## src/rtl/morse_timing_ctrl_if.sv

```systemverilog
`default_nettype none
// ============================================================================
//  Module      : morse_timing_ctrl_if
//  Description : Configuration handshake bundle for morse_timing_ctrl.
//                The master offers a unit time, and the slave accepts it
//                when cfg_valid and cfg_ready are both high.
//  Revision    : 1.0 - initial release
// ============================================================================
interface morse_timing_ctrl_if #(
   parameter int unsigned UNIT_W = 10
);
   logic [UNIT_W-1:0] cfg_unit;
   logic              cfg_valid;
   logic              cfg_ready;

   modport master (output cfg_unit, output cfg_valid, input  cfg_ready);
   modport slave  (input  cfg_unit, input  cfg_valid, output cfg_ready);
endinterface
`default_nettype wire

```

## src/rtl/morse_timing_ctrl.sv

```systemverilog
`default_nettype none
// ============================================================================
//  Module      : morse_timing_ctrl
//  Description : Morse keyer timing core. A free-running prescaler produces
//                a 1 ms tick, and four independent timers (button, dash,
//                inter-character, word) count multiples of a configurable
//                unit time. Each timer raises a sticky expiry flag.
//  Revision    : 1.0 - initial release
// ============================================================================
module morse_timing_ctrl #(
   parameter int unsigned TICK_DIV     = 100000,
   parameter int unsigned UNIT_W       = 10,
   parameter int unsigned DEFAULT_UNIT = 100,
   parameter int unsigned BTN_UNITS    = 10,
   parameter int unsigned DASH_UNITS   = 2,
   parameter int unsigned INTER_UNITS  = 3,
   parameter int unsigned WORD_UNITS   = 7
) (
   input  wire logic              clk_100MHz,
   input  wire logic              reset_n,
   morse_timing_ctrl_if.slave     cfg,
   input  wire logic              btn_to_res,
   input  wire logic              dash_to_res,
   input  wire logic              inter_to_res,
   input  wire logic              word_to_res,
   output logic                   btn_to,
   output logic                   dash_to,
   output logic                   inter_to,
   output logic                   word_to,
   output logic [UNIT_W-1:0]      unit_cur,
   output logic                   busy
);

   localparam int unsigned c_pw = (TICK_DIV > 2) ? $clog2(TICK_DIV) : 1;
   localparam int unsigned c_cw = UNIT_W + 4;

   typedef enum logic [1:0] {
      ST_IDLE = 2'd0,
      ST_RUN  = 2'd1,
      ST_DONE = 2'd2
   } tmr_state_t;

   logic [c_pw-1:0]   presc_q, presc_d;
   logic              w_tick;
   logic [UNIT_W-1:0] unit_q, unit_d;
   logic [3:0]        w_res;
   logic [3:0]        w_run;
   logic [3:0]        w_flag;
   logic              w_busy;
   logic              w_accept;

   // Timer index order: 0 = button, 1 = dash, 2 = inter-character, 3 = word.
   assign w_res = {word_to_res, inter_to_res, dash_to_res, btn_to_res};

   // The tick is decoded from the prescaler register, so it adds no input-to-output path.
   assign w_tick = (presc_q == c_pw'(TICK_DIV - 1));

   // Prescaler next value: free-running count that wraps after the tick cycle.
   always_comb begin
      presc_d = presc_q + c_pw'(1);
      if (w_tick) begin
         presc_d = '0;
      end
   end

   // Prescaler register.
   always_ff @(posedge clk_100MHz) begin
      if (!reset_n) begin
         presc_q <= '0;
      end else begin
         presc_q <= presc_d;
      end
   end

   // Config is accepted only while every timer is out of RUN; zero is promoted to one.
   assign w_busy   = |w_run;
   assign w_accept = cfg.cfg_valid && !w_busy;

   // Unit-time next value.
   always_comb begin
      unit_d = unit_q;
      if (w_accept) begin
         unit_d = (cfg.cfg_unit == '0) ? UNIT_W'(1) : cfg.cfg_unit;
      end
   end

   // Unit-time register.
   always_ff @(posedge clk_100MHz) begin
      if (!reset_n) begin
         unit_q <= UNIT_W'(DEFAULT_UNIT);
      end else begin
         unit_q <= unit_d;
      end
   end

   genvar gi;
   generate
      for (gi = 0; gi < 4; gi++) begin : g_tmr
         localparam int unsigned c_units_i = (gi == 0) ? BTN_UNITS  :
                                             (gi == 1) ? DASH_UNITS :
                                             (gi == 2) ? INTER_UNITS : WORD_UNITS;
         localparam logic [c_cw-1:0] c_units = c_cw'(c_units_i);

         tmr_state_t      state_q, state_d;
         logic [c_cw-1:0] cnt_q, cnt_d;
         logic            flag_q, flag_d;
         logic [c_cw-1:0] w_load;

         // Reload uses the unit value registered before any same-cycle config update.
         assign w_load = c_units * {4'b0000, unit_q};

         // Timer next state: restart beats tick, RUN counts ticks down, DONE holds.
         always_comb begin
            state_d = state_q;
            cnt_d   = cnt_q;
            flag_d  = flag_q;
            if (w_res[gi]) begin
               state_d = ST_RUN;
               cnt_d   = w_load;
               flag_d  = 1'b0;
            end else begin
               case (state_q)
                  ST_RUN: begin
                     if (w_tick) begin
                        cnt_d = cnt_q - c_cw'(1);
                        if (cnt_q == c_cw'(1)) begin
                           state_d = ST_DONE;
                           flag_d  = 1'b1;
                        end
                     end
                  end
                  default: begin
                  end
               endcase
            end
         end

         // Timer state, counter and sticky flag registers.
         always_ff @(posedge clk_100MHz) begin
            if (!reset_n) begin
               state_q <= ST_IDLE;
               cnt_q   <= '0;
               flag_q  <= 1'b0;
            end else begin
               state_q <= state_d;
               cnt_q   <= cnt_d;
               flag_q  <= flag_d;
            end
         end

         assign w_run[gi]  = (state_q == ST_RUN);
         assign w_flag[gi] = flag_q;
      end
   endgenerate

   assign btn_to        = w_flag[0];
   assign dash_to       = w_flag[1];
   assign inter_to      = w_flag[2];
   assign word_to       = w_flag[3];
   assign unit_cur      = unit_q;
   assign busy          = w_busy;
   assign cfg.cfg_ready = !w_busy;

endmodule
`default_nettype wire

```

## src/flat_wrapper.sv

```systemverilog
// flat-port wrapper written by rule: the top's interface ports become plain ports
module morse_timing_ctrl_flat 
#(
   parameter int unsigned TICK_DIV     = 100000,
   parameter int unsigned UNIT_W       = 10,
   parameter int unsigned DEFAULT_UNIT = 100,
   parameter int unsigned BTN_UNITS    = 10,
   parameter int unsigned DASH_UNITS   = 2,
   parameter int unsigned INTER_UNITS  = 3,
   parameter int unsigned WORD_UNITS   = 7
)
  (clk_100MHz, reset_n, btn_to_res, dash_to_res, inter_to_res, word_to_res, btn_to, dash_to, inter_to, word_to, unit_cur, busy, cfg_cfg_unit, cfg_cfg_valid, cfg_cfg_ready);
  morse_timing_ctrl_if #(.UNIT_W(UNIT_W)) cfg_i ();
  input  wire logic clk_100MHz;
  input  wire logic reset_n;
  input  wire logic btn_to_res;
  input  wire logic dash_to_res;
  input  wire logic inter_to_res;
  input  wire logic word_to_res;
  output logic btn_to;
  output logic dash_to;
  output logic inter_to;
  output logic word_to;
  output logic [UNIT_W-1:0] unit_cur;
  output logic busy;
  input wire logic [$bits(cfg_i.cfg_unit)-1:0] cfg_cfg_unit;
  input wire logic [$bits(cfg_i.cfg_valid)-1:0] cfg_cfg_valid;
  output wire logic [$bits(cfg_i.cfg_ready)-1:0] cfg_cfg_ready;
  assign cfg_i.cfg_unit = cfg_cfg_unit;
  assign cfg_i.cfg_valid = cfg_cfg_valid;
  assign cfg_cfg_ready = cfg_i.cfg_ready;
  morse_timing_ctrl #(.TICK_DIV(TICK_DIV), .UNIT_W(UNIT_W), .DEFAULT_UNIT(DEFAULT_UNIT), .BTN_UNITS(BTN_UNITS), .DASH_UNITS(DASH_UNITS), .INTER_UNITS(INTER_UNITS), .WORD_UNITS(WORD_UNITS)) u_core (.clk_100MHz(clk_100MHz), .reset_n(reset_n), .cfg(cfg_i), .btn_to_res(btn_to_res), .dash_to_res(dash_to_res), .inter_to_res(inter_to_res), .word_to_res(word_to_res), .btn_to(btn_to), .dash_to(dash_to), .inter_to(inter_to), .word_to(word_to), .unit_cur(unit_cur), .busy(busy));
endmodule
```

## config.mk

```make
export PLATFORM = sky130hd
export DESIGN_NAME = morse_timing_ctrl_flat
export DESIGN_NICKNAME = d
export VERILOG_FILES = /design/src/rtl/morse_timing_ctrl_if.sv /design/src/rtl/morse_timing_ctrl.sv /design/src/flat_wrapper.sv
export SDC_FILE = /design/constraint.sdc
export NUM_CORES = 1
export LEC_CHECK = 0
export BUFFER_PORTS_ARGS = -buffer_cell sky130_fd_sc_hd__buf_2
export CORE_MARGIN = 4
export CORE_UTILIZATION = 50
export CTS_CLUSTER_DIAMETER = 150
export DETAILED_ROUTE_END_ITERATION = 8
export GPL_TIMING_DRIVEN = 0
export PLACE_DENSITY = 0.65
export RECOVER_POWER = 100
export SLEW_MARGIN = 20
export SYNTH_ARGS = -nofsm -noshare
export SYNTH_HDL_FRONTEND = slang
export SYNTH_SLANG_ARGS = --single-unit
```

## constraint.sdc

```tcl
create_clock -name clk_100MHz -period 6.7 [get_ports clk_100MHz]
set_input_delay 0 -clock clk_100MHz [delete_from_list [all_inputs] [get_ports clk_100MHz]]
set_output_delay 0 -clock clk_100MHz [all_outputs]
set_load 0.01 [all_outputs]
```

[After elaboration in Yosys (flattened, before gate mapping)]
Index checks and enable logic that the tools add are counted.
Storage, ports and cells
  memory bits (writable): 0
  memories kept: 0
  bits in latches: 0
  word-level logic and storage cells: 102
  output and inout port bits: 16
  bits in read-only memories: 0
  register bits after elaboration: 91
  input port bits: 17
Operators by class
  equal/unequal tests: 9
  add/subtract/negate cells: 5
  multiply operators: 3
  divide/modulo/power cells: 0
  shifts and indexed selects: 0
  order comparisons: 0
  bitwise gates (word level): 1
  multiplexer cells: 29
  reduce and logical (&&, ||, !) cells: 37
Operator list (count)
  $eq A14 B1 Y1 const B: 4
  $sub A14 B1 Y14 const B: 4
  $mux W14: 3
  $mux W13: 3
  $mux W12: 3
  $mux W11: 3
  $mul A3 B10 Y13 const A: 2
  $reduce_and A3 Y1: 8
  $reduce_bool A2 Y1: 12
  $add A17 B1 Y17 const B: 1
  $eq A17 B17 Y1 const B: 1
  $mux W1: 16
  $reduce_and A2 Y1: 8
  $mul A2 B10 Y12 const A: 1
  $logic_not A10 Y1: 1
  $mux W10: 1
  $reduce_or A2 Y1: 5
  $eq A2 B1 Y1 const B: 4
  $reduce_or A4 Y1: 1
  $logic_and A1 B1 Y1: 1
  $logic_not A1 Y1: 1
  $not A1 Y1: 1

[Longest topological paths before layout]
Gate-level depths: netlist of the first run.
  word-level depth: 5
  gate-level depth with buffers: 10

[Worst setup path after synthesis of the first run]
No wires, ideal clock.
  path kind: register -> register
  from: register u_core.unit_q[2], in the netlist u_core.unit_cur[2]
  to: register u_core.g_tmr[3].cnt_q[10]
  library setup time: 133 ps
  slack: 4179 ps
  stages on the path, launching flop included: 11
  arrival time: 2388 ps
  clock period less this slack: 2521 ps
  required time: 6567 ps
  cell sequence: dfxtp_1 > fa_1 > ha_1 > inv_1 > fa_1 > nand2b_1 > a21oi_1 > o21ai_0 > a211o_1 > nand4_1 > o221ai_1
On the way
  longest elaborated chain between the ends: 2
Ends and longest elaborated chain
  from (decl): line morse_timing_ctrl.sv:45  | logic [UNIT_W-1:0] unit_q, unit_d;
  from (signal assigned): line morse_timing_ctrl.sv:90  | unit_q <= UNIT_W'(DEFAULT_UNIT);
  from (signal assigned): line morse_timing_ctrl.sv:92  | unit_q <= unit_d;
  $mul A3 B10 Y13: line morse_timing_ctrl.sv:110  | assign w_load = c_units * {4'b0000, unit_q};
  $mux W13: line morse_timing_ctrl.sv:117  | if (w_res[gi]) begin
  to (signal assigned): line morse_timing_ctrl.sv:146  | cnt_q <= cnt_d;
  to (decl): line morse_timing_ctrl.sv:105  | logic [c_cw-1:0] cnt_q, cnt_d;
Every way passes these cells.
A chain may end at the register's enable or synchronous reset.

[Worst setup path in the final report of the first run]
  from: register u_core.presc_q[0]
  to: register u_core.g_tmr[0].cnt_q[12]
On the way
  longest elaborated chain between the ends: 3
Ends and longest elaborated chain
  from (decl): line morse_timing_ctrl.sv:43  | logic [c_pw-1:0] presc_q, presc_d;
  from (signal assigned): line morse_timing_ctrl.sv:71  | presc_q <= presc_d;
  $eq A17 B17 Y1: line morse_timing_ctrl.sv:56  | assign w_tick = (presc_q == c_pw'(TICK_DIV - 1));
  $reduce_bool A2 Y1 (no line)
  $reduce_and A2 Y1 (no line)
  to (signal assigned): line morse_timing_ctrl.sv:146
  to (decl): line morse_timing_ctrl.sv:105
Every way passes these cells.

==> out/qor.csv, run 1 <==
stage;metric;value;unit
grt;gr usage total;23.1;%
timing;worst-margin pin slew;1.14;ns
grt;GRT overflow;0;
layout;Net count, final;816;
setup_path;CP Launch Type;flop;
setup_path;Crit Reg-Reg Startpoint;u_core.presc_q[0]$_SDFF_PP0_;
placement;final RePlAce weighted congestion;0.868;
placement;pre-CTS setup slack;3.85;ns
clock_tree;CTS tree;yes;
timing;RSZ-0062 raised after global routing;no;
grt;initial antenna violation count;0;
setup_path;Reg2Reg Setup Slack;3.81;ns
timing;Rel. slew slack;23.1;%
timing;fin crit share;43.2;%
timing;setup TNS;0;ns
setup_path;Worst Setup End Kind;flop;
timing;worst-case clock skew;0.00880;ns
floorplanning;Die Width;116;um
floorplanning;Die Span Y;116;um
layout;Fillers;1109;
timing;post-layout minimum cycle time;2.89;ns
drt;Via Count;5080;
hold_path;Worst Hold Launch;inter_to_res;
clock_tree;clock transition at the registers of the reported paths;0.07;ns
drt;Remaining DRCs;0;
grt;vias in the first global route;5122;
synth;post-synthesis sequential area ratio;31.3;%
placement;Final HPWL DP;10.7;mm
floorplanning;Die ar.;0.0134;mm^2
drt;Initial DRC Count;279;
drt;wirelength, routed;14.4;mm
floorplanning;io pins;33;
synth;Synth Flop Type;dfxtp_1;
setup_path;Reg2Reg Depth;7;
drt;drt pass-1 iters;5;
clock_tree;clock sinks;91;
synth;#FFs+latches synth;91;
synth;Post-synth EDFFs;0;
clock_tree;H-tree level count;3;
timing;Final setup viols;0;
outcome;run status;finished clean;
drt;Avg WL per Cell;16.2;um
power_and_ir_drop;worst vdd ir;0.152;mV
synth;synthesized net count;764;
floorplanning;FP Rows;39;
grt;first-pass GRT wire length;24.6;mm
layout;diodes inserted;0;
layout;Multi-input gate area;0.00373;mm^2
setup_path;CP arrival;3.17;ns
layout;Finished Layout Cells;890;
timing;Fin. Hold Viols;0;
synth;Post-synth ARST share;0;%
floorplanning;area of the core;0.0114;mm^2
clock_tree;number of buffers created by CTS;9;
job;maxcap violations;0;
placement;port bufs;30;
setup_path;Worst Path Required;6.98;ns
layout;Area Overhead vs Synth;12.1;%
timing;Peak Freq;346;MHz
clock_tree;clk root buf;clkbuf_16;
synth;Avg Inst Size Synth;8.44;um^2
drt;Antenna Nets Post-Route;0;
setup_path;Max FO, Critical Path;8;
clock_tree;worst skew pair latency;0.36;ns
hold_path;hold path cells;3;
timing;final worst slack;3.81;ns
synth;distinct cell type count of the synthesized netlist;58;
timing;final count of pins violating max slew;0;
floorplanning;initial core utilization;51.0;%
hold_path;Hold EP;u_core.g_tmr[2].state_q[0]$_SDFFE_PN0P_;
setup_path;FF-to-FF End;u_core.g_tmr[0].cnt_q[12]$_SDFFE_PN0P_;
hold_path;Worst Hold Class;in -> reg;
power_and_ir_drop;pwr/cell area;225;mW/mm^2
synth;synth warn;0;
power_and_ir_drop;leakage power;2.48;nW
grt;pin count of the biggest net entering global routing;18;
layout;layout cells sized above 1;6.02;%
clock_tree;clock buffer depth;2;
setup_path;WS Path Type;reg -> reg;
synth;Mapped Cells;690;
drt;via/cell ratio;5.71;
synth;Mapped Area;0.00582;mm^2
placement;placed insts;863;
layout;Reg area;0.00182;mm^2
[worst max path at each step]
stage | start | to | depth (start not counted)
detailed placement | u_core.unit_cur[1]$_SDFFE_PN0P_ | u_core.g_tmr[3].cnt_q[12]$_SDFFE_PN0P_ | 10
CTS | u_core.unit_cur[1]$_SDFFE_PN0P_ | u_core.g_tmr[3].cnt_q[12]$_SDFFE_PN0P_ | 10
global placement | u_core.unit_cur[1]$_SDFFE_PN0P_ | u_core.g_tmr[3].cnt_q[12]$_SDFFE_PN0P_ | 10
finish | u_core.presc_q[0]$_SDFF_PP0_ | u_core.g_tmr[0].cnt_q[12]$_SDFFE_PN0P_ | 7
floorplan | u_core.unit_cur[2]$_SDFFE_PN1P_ | u_core.g_tmr[3].cnt_q[10]$_SDFFE_PN0P_ | 10
global route | u_core.presc_q[0]$_SDFF_PP0_ | u_core.g_tmr[0].cnt_q[12]$_SDFFE_PN0P_ | 7
[cell usage after synthesis, types with 2 or more instances]
cell / n / area, um^2
nor2b_1: 2 / 12.5
fa_1: 12 / 240
ha_1: 45 / 563
nand4_1: 6 / 37.5
buf_2: 2 / 10.0
nor4_2: 3 / 37.5
nor4_1: 14 / 87.6
a211o_1: 3 / 26.3
or3_1: 7 / 43.8
a21oi_1: 45 / 225
nand3b_1: 6 / 45.0
nand2b_1: 9 / 56.3
o21ai_0: 46 / 230
o21ba_2: 2 / 20.0
inv_1: 31 / 116
nand2_1: 57 / 214
nand3_1: 34 / 170
and3_1: 5 / 31.3
a21o_1: 4 / 30.0
o211ai_1: 2 / 15.0
or4_1: 8 / 60.1
nor2_1: 65 / 244
a211oi_1: 9 / 67.6
nand4b_1: 4 / 35.0
clkbuf_1: 14 / 52.6
o211a_1: 4 / 40.0
clkinv_1: 3 / 11.3
xnor2_1: 40 / 350
o22ai_1: 7 / 43.8
nor4_4: 3 / 63.8
buf_1: 2 / 7.51
o21a_1: 6 / 45.0
and4_1: 3 / 26.3
or3_2: 2 / 15.0
a31oi_1: 4 / 25.0
dfxtp_1: 91 / 1820
nor3_1: 27 / 135
or4_4: 2 / 22.5
o2111ai_1: 2 / 17.5
xor2_1: 38 / 333
o21bai_1: 4 / 30.0
[state kept, by name, summed over array words and instances, names as in the netlist]
register / count
u_core.g_tmr.state_q: 8
u_core.g_tmr.cnt_q: 56
u_core.presc_q: 17
u_core.unit_cur: 10
[cells in the final DEF, fill, tap and decap left out, drive strengths merged, types with 34 or more instances in the layout]
cell type	instances
dfxtp	91
nor2	65
nand2	58
o21ai	46
a21oi	45
ha	45
clkbuf	41
xnor2	40
xor2	38
inv	35
nand3	34
[area by class of cell]
class | instances | area share, %
Multi-Input combinational cell | 546 | 57.1
Buffer | 19 | 1.19
Timing Repair Buffer | 41 | 3.68
Clock inverter | 7 | 1.95
Clock buffer | 9 | 3.45
Tap cell | 143 | 2.74
Inverter | 34 | 1.95
Sequential cell | 91 | 27.9
[stage by stage]
stage / hold slack, ns / utilization, % / total power, mW / instance area, um^2
floorplan: 0.117 / - / 0.797 / 5820
global placement: 0.255 / 53.9 / 0.858 / 6150
finish: 0.0277 / 57.2 / 1.47 / 6530
CTS: 0.00123 / 57.9 / 1.48 / 6620
global route: 0.0571 / 57.2 / 1.54 / 6530
detailed placement: 0.257 / 53.9 / 0.866 / 6150
[repair_timing]
| item | 4_1_cts | 5_1_grt |
|---|---|---|
| hold endpoints to repair | 12 | 0 |
| hold buffers | 11 | 0 |
| buffers inserted | 0 | 0 |
| resized for setup | 0 | 0 |
[kinds of logic (layout without fill, tap and decap cells)]
family / after synthesis / after routing / share of synthesized area [%]
AO/OA/AOI/OAI: 142 / 142 / 14.7
XOR/XNOR: 78 / 78 / 11.7
buffers and inverters: 53 / 110 / 3.55
AND/OR/NAND/NOR: 269 / 269 / 25.0
adder cells (fa/ha/maj): 57 / 57 / 13.8
flip-flops: 91 / 91 / 31.3
[per-layer routing]
| layer | share of wire [%] | global-route usage, % |
|---|---|---|
| met1 | 46 | 29.0 |
| met5 | 0 | 0 |
| met2 | 49 | 39.1 |
| met4 | 2.5 | 9.59 |
| met3 | 3.0 | 4.33 |
[worst max-delay path, cell delays in order, from the launching register on]
cell and delay, ns:
dfxtp_1 0.37, ha_1 0.25, nand3_1 0.17, nand2b_1 0.28, nor4_1 1.00, nand3_1 0.20
or3_1 0.36, a31oi_1 0.17
[report_power, final]
group | internal (mW) | leakage (nW) | switching [mW]
clock | 0.371 | 0.173 | 0.237
sequential | 0.571 | 0.746 | 0.0370
combinational | 0.109 | 1.57 | 0.141
(Power assumes the default switching activity.)
==> run 2, diff against run 1 <==
--- a/config.mk
+++ b/config.mk
@@ -11,7 +11,7 @@
 export CTS_CLUSTER_DIAMETER = 150
 export DETAILED_ROUTE_END_ITERATION = 8
 export GPL_TIMING_DRIVEN = 0
-export PLACE_DENSITY = 0.65
+export PLACE_DENSITY = 0.68
 export RECOVER_POWER = 100
 export SLEW_MARGIN = 20
 export SYNTH_ARGS = -nofsm -noshare
==> constraint.sdc (replaced) <==
create_clock -name clk_100MHz -period 2.4 [get_ports clk_100MHz]
set_input_delay 0 -clock clk_100MHz [delete_from_list [all_inputs] [get_ports clk_100MHz]]
set_output_delay 0 -clock clk_100MHz [all_outputs]
set_load 0.01 [all_outputs]
==> out/qor.csv, run 2 (same netlist as run 1, synthesis figures left out) <==
stage;metric;value;unit
floorplanning;initial core utilization;51.0;%
drt;Initial DRC Count;331;
setup_path;Max FO, Critical Path;3;
setup_path;WS Path Type;reg -> reg;
layout;Multi-input gate area;0.00396;mm^2
floorplanning;io pins;33;
hold_path;Worst Hold Class;in -> reg;
setup_path;Worst Setup End Kind;flop;
setup_path;CP Launch Type;flop;
placement;port bufs;30;
drt;Via Count;5242;
power_and_ir_drop;Cell Int Power;2.81;mW
grt;vias in the first global route;5154;
layout;Final Cell Area;0.00695;mm^2
layout;diodes inserted;0;
timing;final worst slack;-0.111;ns
outcome;run status;complete, but fails checks;
power_and_ir_drop;Psw;1.13;mW
setup_path;CP arrival;2.73;ns
clock_tree;clock buffer depth;2;
setup_path;Worst Path Required;2.62;ns
clock_tree;H-tree level count;3;
floorplanning;Die Span Y;116;um
timing;Final setup viols;2;
timing;post-layout minimum cycle time;2.51;ns
clock_tree;clock sinks;91;
timing;Fin. Hold Viols;0;
clock_tree;worst skew pair latency;0.35;ns
drt;Remaining DRCs;0;
placement;final RePlAce weighted congestion;0.881;
drt;Antenna Nets Post-Route;0;
floorplanning;area of the core;0.0114;mm^2
grt;initial antenna violation count;0;
timing;Min Hold Slack;0.0849;ns
clock_tree;CTS tree;yes;
grt;GRT overflow;0;
drt;met1 WL;6.53;mm
clock_tree;clock transition at the registers of the reported paths;0.07;ns
drt;Met2 Routed Length;7.46;mm
drt;Avg WL per Cell;16.6;um
floorplanning;Die Width;116;um
drt;drt pass-1 iters;5;
grt;pin count of the biggest net entering global routing;15;
layout;commonest non-fill, non-tap cell in the layout;dfxtp_1;
floorplanning;FP Rows;39;
layout;Area Overhead vs Synth;19.3;%
drt;via/cell ratio;5.74;
power_and_ir_drop;pwr/cell area;567;mW/mm^2
layout;Finished Layout Cells;914;
grt;first-pass GRT wire length;24.8;mm
power_and_ir_drop;part of the power in registers;43.0;%
layout;Final Core Density;60.8;%
timing;fin crit share;105;%
job;maxcap violations;0;
grt;gr usage total;23.4;%
drt;metal3 WL;788;um
layout;Reg with most FFs;u_core.g_tmr.cnt_q;
power_and_ir_drop;Clk pwr share;36.8;%
placement;Placed Area;0.00616;mm^2
timing;Peak Freq;398;MHz
power_and_ir_drop;worst vdd ir;0.530;mV
drt;DR top layer;met4;
timing;worst-margin pin slew;0.785;ns
layout;Fillers;1005;
placement;Final HPWL DP;10.8;mm
power_and_ir_drop;power share of the combinational group;20.2;%
power_and_ir_drop;leakage power;2.71;nW
layout;commonest non-fill, non-tap cells in the layout;81 x dfxtp_1, 65 x nor2_1, 57 x nand2_1;
layout;Net count, final;840;
clock_tree;clk root buf;clkbuf_16;
floorplanning;Die ar.;0.0134;mm^2
clock_tree;number of buffers created by CTS;9;
timing;final count of pins violating max slew;0;
layout;max reg flops;56;
power_and_ir_drop;sw frac;28.6;%
layout;layout cells sized above 1;16.2;%
drt;wirelength, routed;15.1;mm
timing;worst-case clock skew;0.00679;ns
placement;placed insts;863;
timing;RSZ-0062 raised after global routing;yes;
layout;Reg area;0.00186;mm^2
timing;Rel. slew slack;47.7;%
outcome;failing checks;setup timing;
## run 2: stage by stage
stage / setup slack, ns / power (mW) / setup TNS [ns]
final: -0.111 / 3.94 / -0.138
after global routing: -0.194 / 4.12 / -0.539
after CTS: -0.0862 / 3.91 / -0.154
after detailed placement: -0.259 / 2.41 / -2.03
after global placement: -0.243 / 2.39 / -1.63
after floorplan: 0.0131 / 2.23 / 0
## run 2: layer usage
layer,up-vias,global-route usage (%)
met5,-,0
li1,2592,-
met2,132,40.2
met4,0,8.51
met1,2484,28.5
met3,34,5.33
## run 2: power by group through the flow
stage / registers, mW / logic [mW] / clock network, mW
2_1_floorplan: 1.71 / 0.521 / 0
5_1_grt: 1.70 / 0.887 / 1.53
6_report: 1.69 / 0.797 / 1.45
4_1_cts: 1.69 / 0.745 / 1.47
3_3_place_gp: 1.73 / 0.659 / 0
3_5_place_dp: 1.73 / 0.682 / 0
## run 2: area by class of cell
type / count / share of cell area (%)
multi-input combinational: 546 / 56.9
sequential: 91 / 26.8
timing repair buffer: 65 / 6.32
clock buffer: 12 / 3.69
tap: 143 / 2.58
inverter: 34 / 1.84
buffer: 19 / 1.17
clock inverter: 4 / 0.702
## run 2: worst paths after layout
kind / start / to / slack (ns) / cells past startpoint
setup reg to reg: u_core.unit_cur[0]$_SDFFE_PN0P_ / u_core.g_tmr[3].cnt_q[10]$_SDFFE_PN0P_ / -0.11 / 10
setup / recovery: u_core.unit_cur[0]$_SDFFE_PN0P_ / u_core.g_tmr[3].cnt_q[10]$_SDFFE_PN0P_ / -0.11 / 10
hold / removal: reset_n / u_core.unit_cur[9]$_SDFFE_PN0P_ / 0.08 / 3
hold reg to reg: u_core.g_tmr[0].state_q[1]$_SDFFE_PP0P_ / u_core.g_tmr[0].state_q[1]$_SDFFE_PP0P_ / 0.46 / 2
## run 2: timing repair
action                                 4_1_cts  5_1_grt
buffers inserted                            13       10
hold buffers                                12        0
gates resized for setup                     26       25
pin swaps                                    5       13
endpoints found under the hold margin       13        0
setup endpoints to repair                   19       20
## run 2: worst max-delay path: stages, from the launching register on
cell and delay [ns]:
dfxtp_4 0.36, fa_1 0.57, ha_2 0.20, inv_2 0.04, fa_2 0.33, nand2b_4 0.16, a21oi_4 0.14, o21ai_2 0.08
a211o_1 0.28, nand4_1 0.09, o221ai_1 0.12
